===== config.mk =====
export PLATFORM = sky130hd
export DESIGN_NAME = signed_mul_div_sequencer
export DESIGN_NICKNAME = d
export VERILOG_FILES = /design/src/rtl/ula_seq_pkg.sv /design/src/rtl/mul_div_step.sv /design/src/rtl/signed_mul_div_sequencer.sv
export SDC_FILE = /design/constraint.sdc
export NUM_CORES = 1
export LEC_CHECK = 0
export BUFFER_PORTS_ARGS = -buffer_cell sky130_fd_sc_hd__buf_2
export CAP_MARGIN = 30
export CORE_MARGIN = 3
export CORE_UTILIZATION = 40
export CTS_CLUSTER_DIAMETER = 50
export CTS_CLUSTER_SIZE = 24
export DETAILED_ROUTE_END_ITERATION = 8
export GPL_TIMING_DRIVEN = 0
export SETUP_SLACK_MARGIN = 0.4
export SYNTH_ARGS = -nofsm -noshare
export SYNTH_HDL_FRONTEND = slang
export SYNTH_SLANG_ARGS = --single-unit

===== constraint.sdc =====
create_clock -name clk -period 4.1 [get_ports clk]
set_input_delay 0.205 -clock clk [delete_from_list [all_inputs] [get_ports clk]]
set_output_delay 0.205 -clock clk [all_outputs]
set_load 0.1 [all_outputs]

===== src/rtl/ula_seq_pkg.sv =====
// Shared types, constants and negation helpers for the signed multiply/divide sequencer.
package ula_seq_pkg;

  typedef enum logic [2:0] {
    IDLE,
    PREP,
    ITER,
    FIX,
    DONE
  } state_t;

  localparam logic       OP_MUL        = 1'b0;
  localparam logic       OP_DIV        = 1'b1;
  localparam int         ITER_COUNT    = 8;
  localparam logic [7:0] DIV_ZERO_QUOT = 8'hFF;

  function automatic logic [7:0] neg8(input logic [7:0] v);
    return ~v + 8'd1;
  endfunction

  function automatic logic [15:0] neg16(input logic [15:0] v);
    return ~v + 16'd1;
  endfunction

  // -128 maps to 8'h80, which reads correctly as unsigned 128.
  function automatic logic [7:0] abs8(input logic [7:0] v);
    return v[7] ? neg8(v) : v;
  endfunction

endpackage


===== src/rtl/mul_div_step.sv =====
// One iteration of unsigned shift-add multiply or restoring divide on a 17-bit accumulator.
module mul_div_step
  import ula_seq_pkg::*;
#(
  parameter int W = 8
) (
  input  logic         op,
  input  logic [2*W:0] acc,
  input  logic [W-1:0] mag_b,
  output logic [2*W:0] acc_next
);

  logic [W:0]   sum;
  logic [2*W:0] shifted;

  always_comb begin
    // NOTE: every combinational output gets a default first so no path can infer a latch.
    acc_next = acc;
    sum      = {1'b0, acc[2*W-1:W]};
    shifted  = {acc[2*W-1:0], 1'b0};
    if (op == OP_MUL) begin
      // Low half holds the remaining multiplier bits; the carry lands in the sum's top bit.
      if (acc[0]) sum = {1'b0, acc[2*W-1:W]} + {1'b0, mag_b};
      acc_next = {1'b0, sum, acc[W-1:1]};
    end else begin
      acc_next = shifted;
      if (shifted[2*W:W] >= {1'b0, mag_b})
        acc_next = {shifted[2*W:W] - {1'b0, mag_b}, shifted[W-1:1], 1'b1};
    end
  end

endmodule


===== src/rtl/signed_mul_div_sequencer.sv =====
// Multi-cycle signed 8x8 multiply / 8/8 divide controller with a start/done handshake.
module signed_mul_div_sequencer
  import ula_seq_pkg::*;
#(
  parameter int DATA_WIDTH = 8,
  parameter bit DONE_HOLD  = 1'b0
) (
  input  logic                    clk,
  input  logic                    reset,
  input  logic                    start,
  input  logic                    op,
  input  logic [DATA_WIDTH-1:0]   a,
  input  logic [DATA_WIDTH-1:0]   b,
  output logic                    busy,
  output logic                    done,
  output logic [2*DATA_WIDTH-1:0] result,
  output logic                    div_by_zero,
  output logic                    overflow
);

  localparam int W = DATA_WIDTH;

  state_t       state, state_nxt;
  logic         op_q;
  logic [W-1:0] a_q, b_q;
  logic [W-1:0] mag_a, mag_b;
  logic         sign_a, sign_b;
  logic [2*W:0] acc, acc_nxt;
  logic [3:0]   cnt;
  logic         done_hold;
  logic         div_zero;
  logic         neg_res;
  logic         quo_ovf;
  logic [W-1:0] quo_fix, rem_fix;
  logic [2*W-1:0] prod_fix;

  assign sign_a   = a_q[W-1];
  assign sign_b   = b_q[W-1];
  assign mag_a    = abs8(a_q);
  assign mag_b    = abs8(b_q);
  assign div_zero = (op_q == OP_DIV) && (mag_b == '0);

  // Sign correction applied to the magnitude result in FIX.
  assign neg_res  = sign_a ^ sign_b;
  assign quo_ovf  = (acc[W-1:0] == 8'h80) && !neg_res;
  assign quo_fix  = neg_res ? neg8(acc[W-1:0]) : acc[W-1:0];
  assign rem_fix  = sign_a ? neg8(acc[2*W-1:W]) : acc[2*W-1:W];
  assign prod_fix = neg_res ? neg16(acc[2*W-1:0]) : acc[2*W-1:0];

  mul_div_step #(.W(W)) u_step (
    .op       (op_q),
    .acc      (acc),
    .mag_b    (mag_b),
    .acc_next (acc_nxt)
  );

  always_ff @(posedge clk or posedge reset) begin
    if (reset) state <= IDLE;
    else       state <= state_nxt;
  end

  always_comb begin
    state_nxt = state;
    unique case (state)
      IDLE: if (start) state_nxt = PREP;
      PREP: state_nxt = div_zero ? FIX : ITER;
      ITER: if (cnt == 4'(ITER_COUNT - 1)) state_nxt = FIX;
      FIX:  state_nxt = DONE;
      DONE: state_nxt = IDLE;
      default: state_nxt = IDLE;
    endcase
  end

  always_comb begin
    busy = (state == PREP) || (state == ITER) || (state == FIX);
    done = (state == DONE) || (DONE_HOLD && done_hold);
  end

  always_ff @(posedge clk or posedge reset) begin
    if (reset) begin
      // NOTE: non-blocking assignments so every register samples its pre-edge inputs.
      op_q        <= OP_MUL;
      a_q         <= '0;
      b_q         <= '0;
      acc         <= '0;
      cnt         <= '0;
      done_hold   <= 1'b0;
      result      <= '0;
      div_by_zero <= 1'b0;
      overflow    <= 1'b0;
    end else begin
      unique case (state)
        IDLE: if (start) begin
          op_q        <= op;
          a_q         <= a;
          b_q         <= b;
          done_hold   <= 1'b0;
          div_by_zero <= 1'b0;
          overflow    <= 1'b0;
        end
        PREP: begin
          acc <= {{(W+1){1'b0}}, mag_a};
          cnt <= '0;
        end
        ITER: begin
          acc <= acc_nxt;
          cnt <= cnt + 4'd1;
        end
        FIX: begin
          if (div_zero) begin
            result      <= {a_q, DIV_ZERO_QUOT};
            div_by_zero <= 1'b1;
          end else if (op_q == OP_MUL) begin
            result <= prod_fix;
          end else begin
            result   <= {rem_fix, quo_fix};
            overflow <= quo_ovf;
          end
        end
        DONE: done_hold <= 1'b1;
        default: ;
      endcase
    end
  end

endmodule


==> results.yml, run 1 <==
grt:
  grt_first_pass_wirelength_mm: 17.6
  grt_pass1_vias: 3507
  track_usage: 0.191
  grt_max_degree: 35
  antenna_found_initial: 0
  grt_remaining_overflow: 0
min_path:
  min_to: "b_q[1]$_DFFE_PP0P_"
  min_path_cells: 3
  worstHoldStart: "b[1]"
  min_path_type: "in2reg"
setup_path:
  cp_data_arrival_time_ns: 3.67
  crit_type: "reg2reg"
  critPathSlowestCell: "dfrtp_2"
  path_buf_inv: 2
  rrSetupSlack_ns: 0.64
  worstReg2RegStart: "b_q[0]$_DFFE_PP0P_"
  cpPeakStageDelay_ns: 0.45
  path_cells: "inv_1 > ha_1 > nand2b_1 > xnor2_1 > inv_1 > ha_1 > a21o_1 > maj3_1 > a21o_1 > maj3_1 > xnor2_1 > and4b_1 > a211oi_2"
  cp_max_fo: 7
  start_kind: "flip-flop"
  rr_endpoint: "acc[14]$_DFFE_PP0P_"
  cp_data_required_time_ns: 4.31
  crit_path_end_kind: "flip-flop"
  worstRegToRegCells: 13
  critical_path.top_delay_family: "adder cells"
die:
  fp.dieW_um: 108
  core_um2: 9950
  rows: 36
  die_y_um: 108
  initial_core_util: 0.419
  pin_count: 40
  dieArea_um2: 11700
sta:
  fmax_ghz: 0.289
  timing.final.crit_share: 0.843
  finalHoldViolations: 0
  max_slew_margin: 0.321
  period_needed_ns: 3.46
  timing.setup.tns_ns: 0
  maxSlewViolCount: 0
  final.setup_skew_ns: 0.0127
  rsz0062_at_grt: "yes"
  setup_viol: 0
  setup_ws_ns: 0.642
  worstMarginPinSlew_ns: 1.01
synth:
  synthCells: 464
  ys_seq_elements: 58
  synth-async-reset-ratio: 1.00
  synth_flop_cell: "dfrtp_1"
  yosysSeqAreaShare: 0.348
  synth_area_um2: 4170
  synth_edf_count: 0
  synth_warnings: 0
  synth_cell_type_count: 66
  syn_nets: 504
  synth_area_per_cell_um2: 8.98
detailed_routing:
  antenna_left: 0
  wl_per_cell_um: 16.2
  totalWireLength_mm: 10.6
  routed_via_density: 5.51
  num_vias: 3604
  dr.pass1.iters: 5
  drtIter0Drc: 156
  drc: 0
place:
  gp_routability_congestion: 0.881
  hpwl_mm: 8.04
  placed_cells: 637
  io_buffers: 39
  pre_cts_ws_ns: 0.362
job:
  cap_violations: 0
clock_tree:
  cts_tree: "yes"
  post_cts_buffers: 0
  cts_max_level: 3
  cts-buffers-inserted: 9
  ctsRootBufferMaster: "clkbuf_8"
  cts.sinks: 58
  worst_skew_pair.late_latency_ns: 0.34
  clock_path_buffers: 2
  clk_pin_slew_ns: 0.06
cells_and_area:
  finalNonFillerCells: 654
  nFillCells: 945
  syn_to_final_growth_pct: 14.9
  n_antenna_cell: 0
  layout_common_cells: "nand2_1, dfrtp_1, o21ai_0, buf_2, nor2_1"
  fin_nets: 556
  drive_above_1_share: 0.186
outcome:
  status: "finished clean"
## cell usage after synthesis, types with 4 or more instances
library cell   n  area [um^2]
o21ai_0       44          220
mux2_2        16          180
xor2_1        15          131
nand3_1        6         30.0
buf_4          7         52.6
nand2_1       57          214
inv_1         24         90.1
o21ai_1        5         25.0
o211ai_1       7         52.6
a21o_1         4         30.0
nand4_1        4         25.0
ha_1          18          225
clkbuf_1      16         60.1
a21oi_1       22          110
a31oi_1        4         25.0
nor3b_1        5         37.5
nand3b_1       5         37.5
nor2b_1        8         50.1
nor4_1         5         31.3
nor2_1        28          105
o31ai_1        5         37.5
o21bai_1       4         30.0
mux2i_1       13          130
xnor2_1       24          210
dfrtp_1       58         1450
## layout make-up
| class | instances | area (um^2) | area share |
|---|---|---|---|
| Clock buffer | 11 | 141 | 0.0295 |
| Inverter | 25 | 93.8 | 0.0196 |
| Buffer | 26 | 138 | 0.0287 |
| Clock inverter | 5 | 77.6 | 0.0162 |
| Timing Repair Buffer | 41 | 225 | 0.0470 |
| Sequential cell | 58 | 1450 | 0.303 |
| Tap cell | 133 | 166 | 0.0347 |
| Multi-Input combinational cell | 355 | 2490 | 0.521 |
## layer usage
metal / vias up / part of all wire / GRT usage
met5: - / 0 / 0
met4: 0 / 0.011 / 0.0532
met3: 11 / 0.059 / 0.0346
met2: 105 / 0.45 / 0.301
met1: 1735 / 0.48 / 0.270
li1: 1753 / - / -
## tightest hold or removal path, stage by stage
cell,delay (ns)
buf_2,0.07
nand2_1,0.03
o21ai_0,0.05
## sequential cells by signal, summed over array words and instances, names as in the netlist
| name | flops |
|---|---|
| cnt | 4 |
| b_q | 8 |
| overflow | 1 |
| a_q | 8 |
| acc | 16 |
| op_q | 1 |
| div_by_zero | 1 |
| result | 16 |
| state | 3 |
## kinds of logic after synthesis
kind of cell,synth area share
AND/OR/NAND/NOR,0.165
AO/OA/AOI/OAI,0.201
flip-flops,0.348
buffers and inverters,0.0555
XOR/XNOR,0.0859
multiplexers,0.0745
adder cells (fa/ha/maj),0.0709
## per-stage QoR
stage               utilization  instance area, um^2  hold slack [ns]
CTS                       0.481                 4780           0.0635
global placement          0.455                 4530            0.410
floorplan                     -                 4170            0.322
detailed placement        0.457                 4550            0.297
finish                    0.481                 4790           0.0741
global route              0.481                 4790           0.0801
## what timing repair did
item | in CTS | in global routing
hold endpoints to repair | 24 | 0
setup endpoints to repair | 1 | 8
hold buffers | 1 | 0
gates resized for setup | 1 | 3
gates cloned | 0 | 0
## how the worst max path moves through the flow
| stage | start | endpoint | slack [ns] | cells after the start |
|---|---|---|---|---|
| after floorplan | b_q[0]$_DFFE_PP0P_ | acc[15]$_DFFE_PP0P_ | 0.91 | 14 |
| after global placement | b_q[0]$_DFFE_PP0P_ | acc[15]$_DFFE_PP0P_ | 0.38 | 14 |
| after detailed placement | b_q[0]$_DFFE_PP0P_ | acc[15]$_DFFE_PP0P_ | 0.36 | 14 |
| after CTS | b_q[0]$_DFFE_PP0P_ | acc[10]$_DFFE_PP0P_ | 0.51 | 15 |
| after global routing | b_q[0]$_DFFE_PP0P_ | acc[15]$_DFFE_PP0P_ | 0.37 | 15 |
| final | b_q[0]$_DFFE_PP0P_ | acc[14]$_DFFE_PP0P_ | 0.64 | 13 |
Power of run 1 is left out: the tool's default activity adds up to more than one toggle a clock period on the data nets, which glitch-free logic cannot reach.
==> run 2, diff against run 1 <==
--- a/config.mk
+++ b/config.mk
@@ -5,6 +5,7 @@
 export SDC_FILE = /design/constraint.sdc
 export NUM_CORES = 1
 export LEC_CHECK = 0
+export ABC_AREA = 1
 export BUFFER_PORTS_ARGS = -buffer_cell sky130_fd_sc_hd__buf_2
 export CAP_MARGIN = 30
 export CORE_MARGIN = 3
==> constraint.sdc (replaced) <==
create_clock -name clk -period 2.8 [get_ports clk]
set_input_delay 0.14 -clock clk [delete_from_list [all_inputs] [get_ports clk]]
set_output_delay 0.14 -clock clk [all_outputs]
set_load 0.1 [all_outputs]
==> run 2 against run 1 <==
Effect of this change: clock skew fell by 0.0032 ns; via count rose by 20%; synthesized cell count rose by 24%; clock-buffer cell count rose by 1; first-iteration DRC count rose by 60%; sequential share of layout area fell by 3.3 points; cell area rose by 12%; wire length rose by 20%; critical path type unchanged; critical endpoint is now acc[12]$_DFFE_PP0P_.
==> results.yml, run 2 <==
sta:
  max_slew_margin: 0.586
  rsz0062_at_grt: "yes"
  period_needed_ns: 2.59
  fmax_ghz: 0.387
  final.setup_skew_ns: 0.00952
  setup_ws_ns: 0.214
  worstMarginPinSlew_ns: 0.621
  finalHoldViolations: 0
  setup_viol: 0
  maxSlewViolCount: 0
  timing.final.crit_share: 0.923
synth:
  synth-async-reset-ratio: 1.00
  synth_area_um2: 4220
  synth_area_per_cell_um2: 7.31
  yosysSeqAreaShare: 0.344
  synth_cell_type_count: 45
  syn_nets: 617
  yosys-top-cells-count: "nand2_1, inv_1, dfrtp_1, nor2_1"
  yosys.area.top_type_share: 0.344
  synth.largest_area_cell: "dfrtp_1"
  synthCells: 577
  ys_seq_elements: 58
  synth_most_common_cell: "nand2_1"
  synth_edf_count: 0
  ys_top_cells_by_area: "dfrtp_1, nand2_1, ha_1, inv_1, a21oi_1"
  synth_flop_cell: "dfrtp_1"
  synth_warnings: 0
cells_and_area:
  drive_above_1_share: 0.279
  layout_common_cells: "nand2_1, dfrtp_1, inv_1, buf_2, nor2_1"
  fin_nets: 697
  nFillCells: 973
  final_common_cell: "nand2_1"
  top_regs: "acc (16), result (16)"
  syn_to_final_growth_pct: 27.2
  n_antenna_cell: 0
setup_path:
  rrSetupSlack_ns: 0.21
  worstReg2RegStart: "b_q[0]$_DFFE_PP0P_"
  path_depth: 18
  critPathCapture: "acc[12]$_DFFE_PP0P_"
  critPathSlowestCell: "dfrtp_1"
  crit_start: "b_q[0]$_DFFE_PP0P_"
  rr_endpoint: "acc[12]$_DFFE_PP0P_"
  path_cells: "inv_2 > ha_4 > nand2_2 > a22oi_2 > buf_4 > ha_4 > a21oi_4 > o21ai_4 > nand3_2 > nand2_2 > nand2_2 > nand2_4 > nand3_4 > nand2_8 > inv_4 > nand2_4 > o21ai_2 > nand2_1"
  cp_max_fo: 8
  crit_path_end_kind: "flip-flop"
  cp_data_arrival_time_ns: 2.81
  worstRegToRegCells: 18
  path_buf_inv: 3
  critical_path.top_delay_family: "simple AND/OR/NAND/NOR gates"
  start_kind: "flip-flop"
  crit_top_cell: "nand2_2"
  cpPeakStageDelay_ns: 0.39
  crit_type: "reg2reg"
  cp_data_required_time_ns: 3.02
grt:
  grt_remaining_overflow: 0
  antenna_found_initial: 0
  track_usage: 0.224
  grt_first_pass_wirelength_mm: 20.7
  grt_max_degree: 33
  grt_pass1_vias: 4150
place:
  gp_routability_congestion: 0.925
  hpwl_mm: 9.18
  io_buffers: 39
  pre_cts_ws_ns: -0.0454
die:
  die_y_um: 109
  fp.dieW_um: 109
  dieArea_um2: 11800
  rows: 36
  initial_core_util: 0.422
  pin_count: 40
  core_um2: 10000
clock_tree:
  cts_max_level: 3
  cts.sinks: 58
  cts-buffers-inserted: 9
  worst_skew_pair.late_latency_ns: 0.34
  clock_path_buffers: 2
  clk_pin_slew_ns: 0.07
  cts_tree: "yes"
  ctsRootBufferMaster: "clkbuf_8"
min_path:
  min_path_cells: 3
  min_path_type: "in2reg"
  worstHoldStart: "b[2]"
detailed_routing:
  totalWireLength_mm: 12.8
  drtIter0Drc: 250
  dr.pass1.iters: 5
  drc: 0
  wl_per_cell_um: 16.1
  dr.max_layer_used: "met4"
  routed_via_density: 5.46
  wl_met1_mm: 5.80
  antenna_left: 0
  num_vias: 4342
  met3_wirelength_um: 916
  wl_met2_mm: 5.74
outcome:
  status: "finished clean"
job:
  cap_violations: 0
==> run 2: cell count changes after synthesis, moves of 7 or more <==
| cell | delta |
|---|---|
| xnor2_1 | -21 |
| nand2_2 | +7 |
| nor2_1 | +20 |
| a21oi_1 | +19 |
| nand2_1 | +81 |
| mux2i_1 | -13 |
| nand3_1 | +28 |
| inv_1 | +36 |
| nor2b_1 | -8 |
| nand3_2 | +8 |
| a31oi_1 | +9 |
| mux2_2 | -16 |
==> run 2: cell families after synthesis <==
| logic type | share of synthesized area |
|---|---|
| AO/OA/AOI/OAI | 0.181 |
| XOR/XNOR | 0.0350 |
| adder cells (fa/ha/maj) | 0.0629 |
| buffers and inverters | 0.0807 |
| flip-flops | 0.344 |
| AND/OR/NAND/NOR | 0.297 |
==> run 2: area by class of cell <==
| cell class | count | area (um^2) | area share |
|---|---|---|---|
| multi-input cells | 434 | 2740 | 0.510 |
| flip-flops and latches | 58 | 1450 | 0.271 |
| repair buffers | 68 | 450 | 0.0839 |
| inverters | 65 | 249 | 0.0464 |
| well taps | 133 | 166 | 0.0310 |
| clock buffers | 12 | 155 | 0.0289 |
| plain buffers | 21 | 105 | 0.0196 |
| clock inverters | 4 | 50.0 | 0.00933 |
==> run 2: worst min-delay path: stages <==
cell and delay, ns:
buf_2 0.07, nand2_1 0.04, o21ai_0 0.06
==> run 2: worst min path at each step <==
| stage | to |
|---|---|
| floorplan | a_q[2]$_DFFE_PP0P_ |
| global placement | a_q[2]$_DFFE_PP0P_ |
| detailed placement | a_q[2]$_DFFE_PP0P_ |
| CTS | a_q[2]$_DFFE_PP0P_ |
| global route | a_q[5]$_DFFE_PP0P_ |
| finish | b_q[2]$_DFFE_PP0P_ |
==> run 2: through the flow <==
stage	TNS, ns	hold WS [ns]	area [um^2]	std cells	util
floorplan	0	0.250	4220	577	-
global placement	-0.00762	0.340	4580	749	0.458
detailed placement	-0.0791	0.248	4600	750	0.460
CTS	0	0.00335	5210	786	0.521
global route	0	0.00802	5370	795	0.537
finish	0	0.00722	5370	795	0.537
==> run 2: layer usage <==
metal  GRT usage  vias up
met5           0        -
met3      0.0444       40
met4      0.0803        0
li1            -     2088
met1       0.315     2043
met2       0.342      171
==> run 2: what timing repair did <==
item / CTS / global route
cloned: 1 / 0
resized for setup: 49 / 28
setup endpoints to repair: 14 / 14
buffers inserted: 18 / 9
hold endpoints to repair: 26 / 0
pin swaps: 26 / 22
hold buffers: 1 / 0
Power of run 2 is left out for the same reason.
==> run 3, diff against run 2 <==
--- a/config.mk
+++ b/config.mk
@@ -13,8 +13,9 @@
 export CTS_CLUSTER_DIAMETER = 50
 export CTS_CLUSTER_SIZE = 24
 export DETAILED_ROUTE_END_ITERATION = 8
-export GPL_TIMING_DRIVEN = 0
+export GPL_TIMING_DRIVEN = 1
 export SETUP_SLACK_MARGIN = 0.4
 export SYNTH_ARGS = -nofsm -noshare
 export SYNTH_HDL_FRONTEND = slang
+export SYNTH_HIERARCHICAL = 1
 export SYNTH_SLANG_ARGS = --single-unit
==> run 3 against run 2 <==
Effect of this change: clock skew shrank 0.0027 ns; worst setup slack gained 0.19 ns; critical endpoint is now acc[11]$_DFFE_PP0N_; non-clock buffer count shrank 17; largest cell class unchanged; final cell count grew 9.4%; highest routed layer unchanged; cell area grew 6.5%; critical path type unchanged; first-iteration DRC count grew 49%.
==> results.yml, run 3 <==
die:
  fp.dieW_um: 113
  dieArea_um2: 12700
  pin_count: 40
  rows: 38
  core_um2: 11000
  die_y_um: 113
  initial_core_util: 0.413
place:
  hpwl_mm: 9.75
  pre_cts_ws_ns: 0.206
  io_buffers: 39
  gp_routability_congestion: 0.935
detailed_routing:
  drtIter0Drc: 373
  drc: 0
  wl_per_cell_um: 15.6
  dr.pass1.iters: 5
  num_vias: 4686
  antenna_left: 0
  routed_via_density: 5.39
  totalWireLength_mm: 13.6
synth:
  synth_warnings: 6
  synth_area_per_cell_um2: 6.88
  syn_nets: 703
  synthCells: 660
  synth_area_um2: 4540
setup_path:
  path_cells: "buf_6 > nor2_4 > nand3_4 > buf_6 > nand3_4 > nand2_4 > inv_2 > ha_4 > nand2_4 > inv_2 > nand3_2 > nor2_4 > buf_4 > nor2_4 > nand3_1 > nand3_1 > nand2_1 > nand2_1 > o21ai_0"
  cp_data_required_time_ns: 3.01
  start_kind: "flip-flop"
  crit_top_cell: "nor2_4"
  crit_type: "reg2reg"
  crit_path_end_kind: "flip-flop"
  cp_max_fo: 5
  cp_data_arrival_time_ns: 2.61
  critPathSlowestCell: "dfrtp_1"
  cpPeakStageDelay_ns: 0.39
grt:
  busiest_layer: "met2"
  grt_pass1_vias: 4252
  grt_max_degree: 37
  grt_remaining_overflow: 0
  use_met2: 0.329
  grt_use_met1: 0.297
  grtUsageMet3: 0.0469
  track_usage: 0.211
  grt_first_pass_wirelength_mm: 21.5
  antenna_found_initial: 0
cells_and_area:
  layout_common_cells: "nand2_1, inv_1, nand3_1, dfrtp_1, o21ai_0"
  drive_above_1_share: 0.259
  top_regs: "acc (16), result (16)"
  syn_to_final_growth_pct: 25.9
  seq_area_um2: 1460
  final_common_cell: "nand2_1"
  n_antenna_cell: 0
  fin_nets: 768
  multiInputGateArea_um2: 2980
  nFillCells: 1057
clock_tree:
  cts-buffers-inserted: 9
  clock_path_buffers: 2
  ctsRootBufferMaster: "clkbuf_16"
  worst_skew_pair.late_latency_ns: 0.33
  cts_max_level: 3
  cts.sinks: 58
  clk_pin_slew_ns: 0.06
  cts_tree: "yes"
sta:
  timing.final.crit_share: 0.857
  final.setup_skew_ns: 0.00681
  finalHoldViolations: 0
  rsz0062_at_grt: "yes"
  holdWs_ns: 0.00493
  period_needed_ns: 2.40
  setup_viol: 0
  worstMarginPinSlew_ns: 0.770
  maxSlewViolCount: 0
  timing.setup.tns_ns: 0
  fmax_ghz: 0.417
  setup_ws_ns: 0.401
  max_slew_margin: 0.486
min_path:
  min_path_type: "in2reg"
job:
  cap_violations: 0
outcome:
  status: "finished clean"
==> run 3: cell count changes in the layout (fill, tap and decap cells not counted), sizes merged, moves of 4 or more <==
cell,before,now
nand3,44,81
nand2,153,208
a31oi,13,7
a21oi,43,23
buf,76,71
o211ai,11,7
clkbuf,24,11
inv,64,90
nand4,5,12
==> run 3: repair_timing <==
action | in CTS | in global routing
hold buffers | 1 | 0
endpoints found under the hold margin | 22 | 0
resized for setup | 15 | 68
buffers inserted | 4 | 21
pin swaps | 4 | 32
cloned | 2 | 0
setup endpoints to repair | 9 | 13
==> run 3: routing by layer <==
metal | share of wire | up-vias
li1 | - | 2295
met1 | 0.45 | 2200
met2 | 0.46 | 164
met3 | 0.063 | 27
met4 | 0.021 | 0
met5 | 0 | -
==> run 3: area by class of cell <==
type	count	area share
multi-input cells	494	0.521
flip-flops and latches	58	0.255
repair buffers	72	0.0821
inverters	90	0.0600
clock buffers	11	0.0425
well taps	140	0.0306
clock inverters	5	0.00941
==> run 3: final timing paths <==
path	cells past startpoint	slack, ns	to	from
max in group asynchronous	4	1.53	b_q[2]$_DFFE_PP0P_	reset
min	3	0.005	a_q[2]$_DFFE_PP0P_	a[2]
min reg2reg	2	0.48	overflow$_DFFE_PP0P_	overflow$_DFFE_PP0P_
max	19	0.40	acc[11]$_DFFE_PP0N_	b_q[1]$_DFFE_PP0P_
max reg2reg	19	0.40	acc[11]$_DFFE_PP0N_	b_q[1]$_DFFE_PP0P_
min in group asynchronous	3	0.37	cnt[1]$_DFFE_PP0N_	reset
==> run 3: per-stage QoR <==
stage / std cells / cell area [um^2] / util
after floorplan: 660 / 4540 / -
after global placement: 826 / 4860 / 0.442
after detailed placement: 826 / 4860 / 0.442
after CTS: 849 / 5310 / 0.483
after global routing: 870 / 5720 / 0.521
final: 870 / 5720 / 0.521
==> run 3: critical path, delay by kind of cell, from the launching register on <==
kind / cells / cell delay, ns
simple gates: 12 / 1.09
buf+inv: 5 / 0.53
flops: 1 / 0.39
fa+ha+maj: 1 / 0.21
compound gates: 1 / 0.07
Power of run 3 is left out for the same reason.
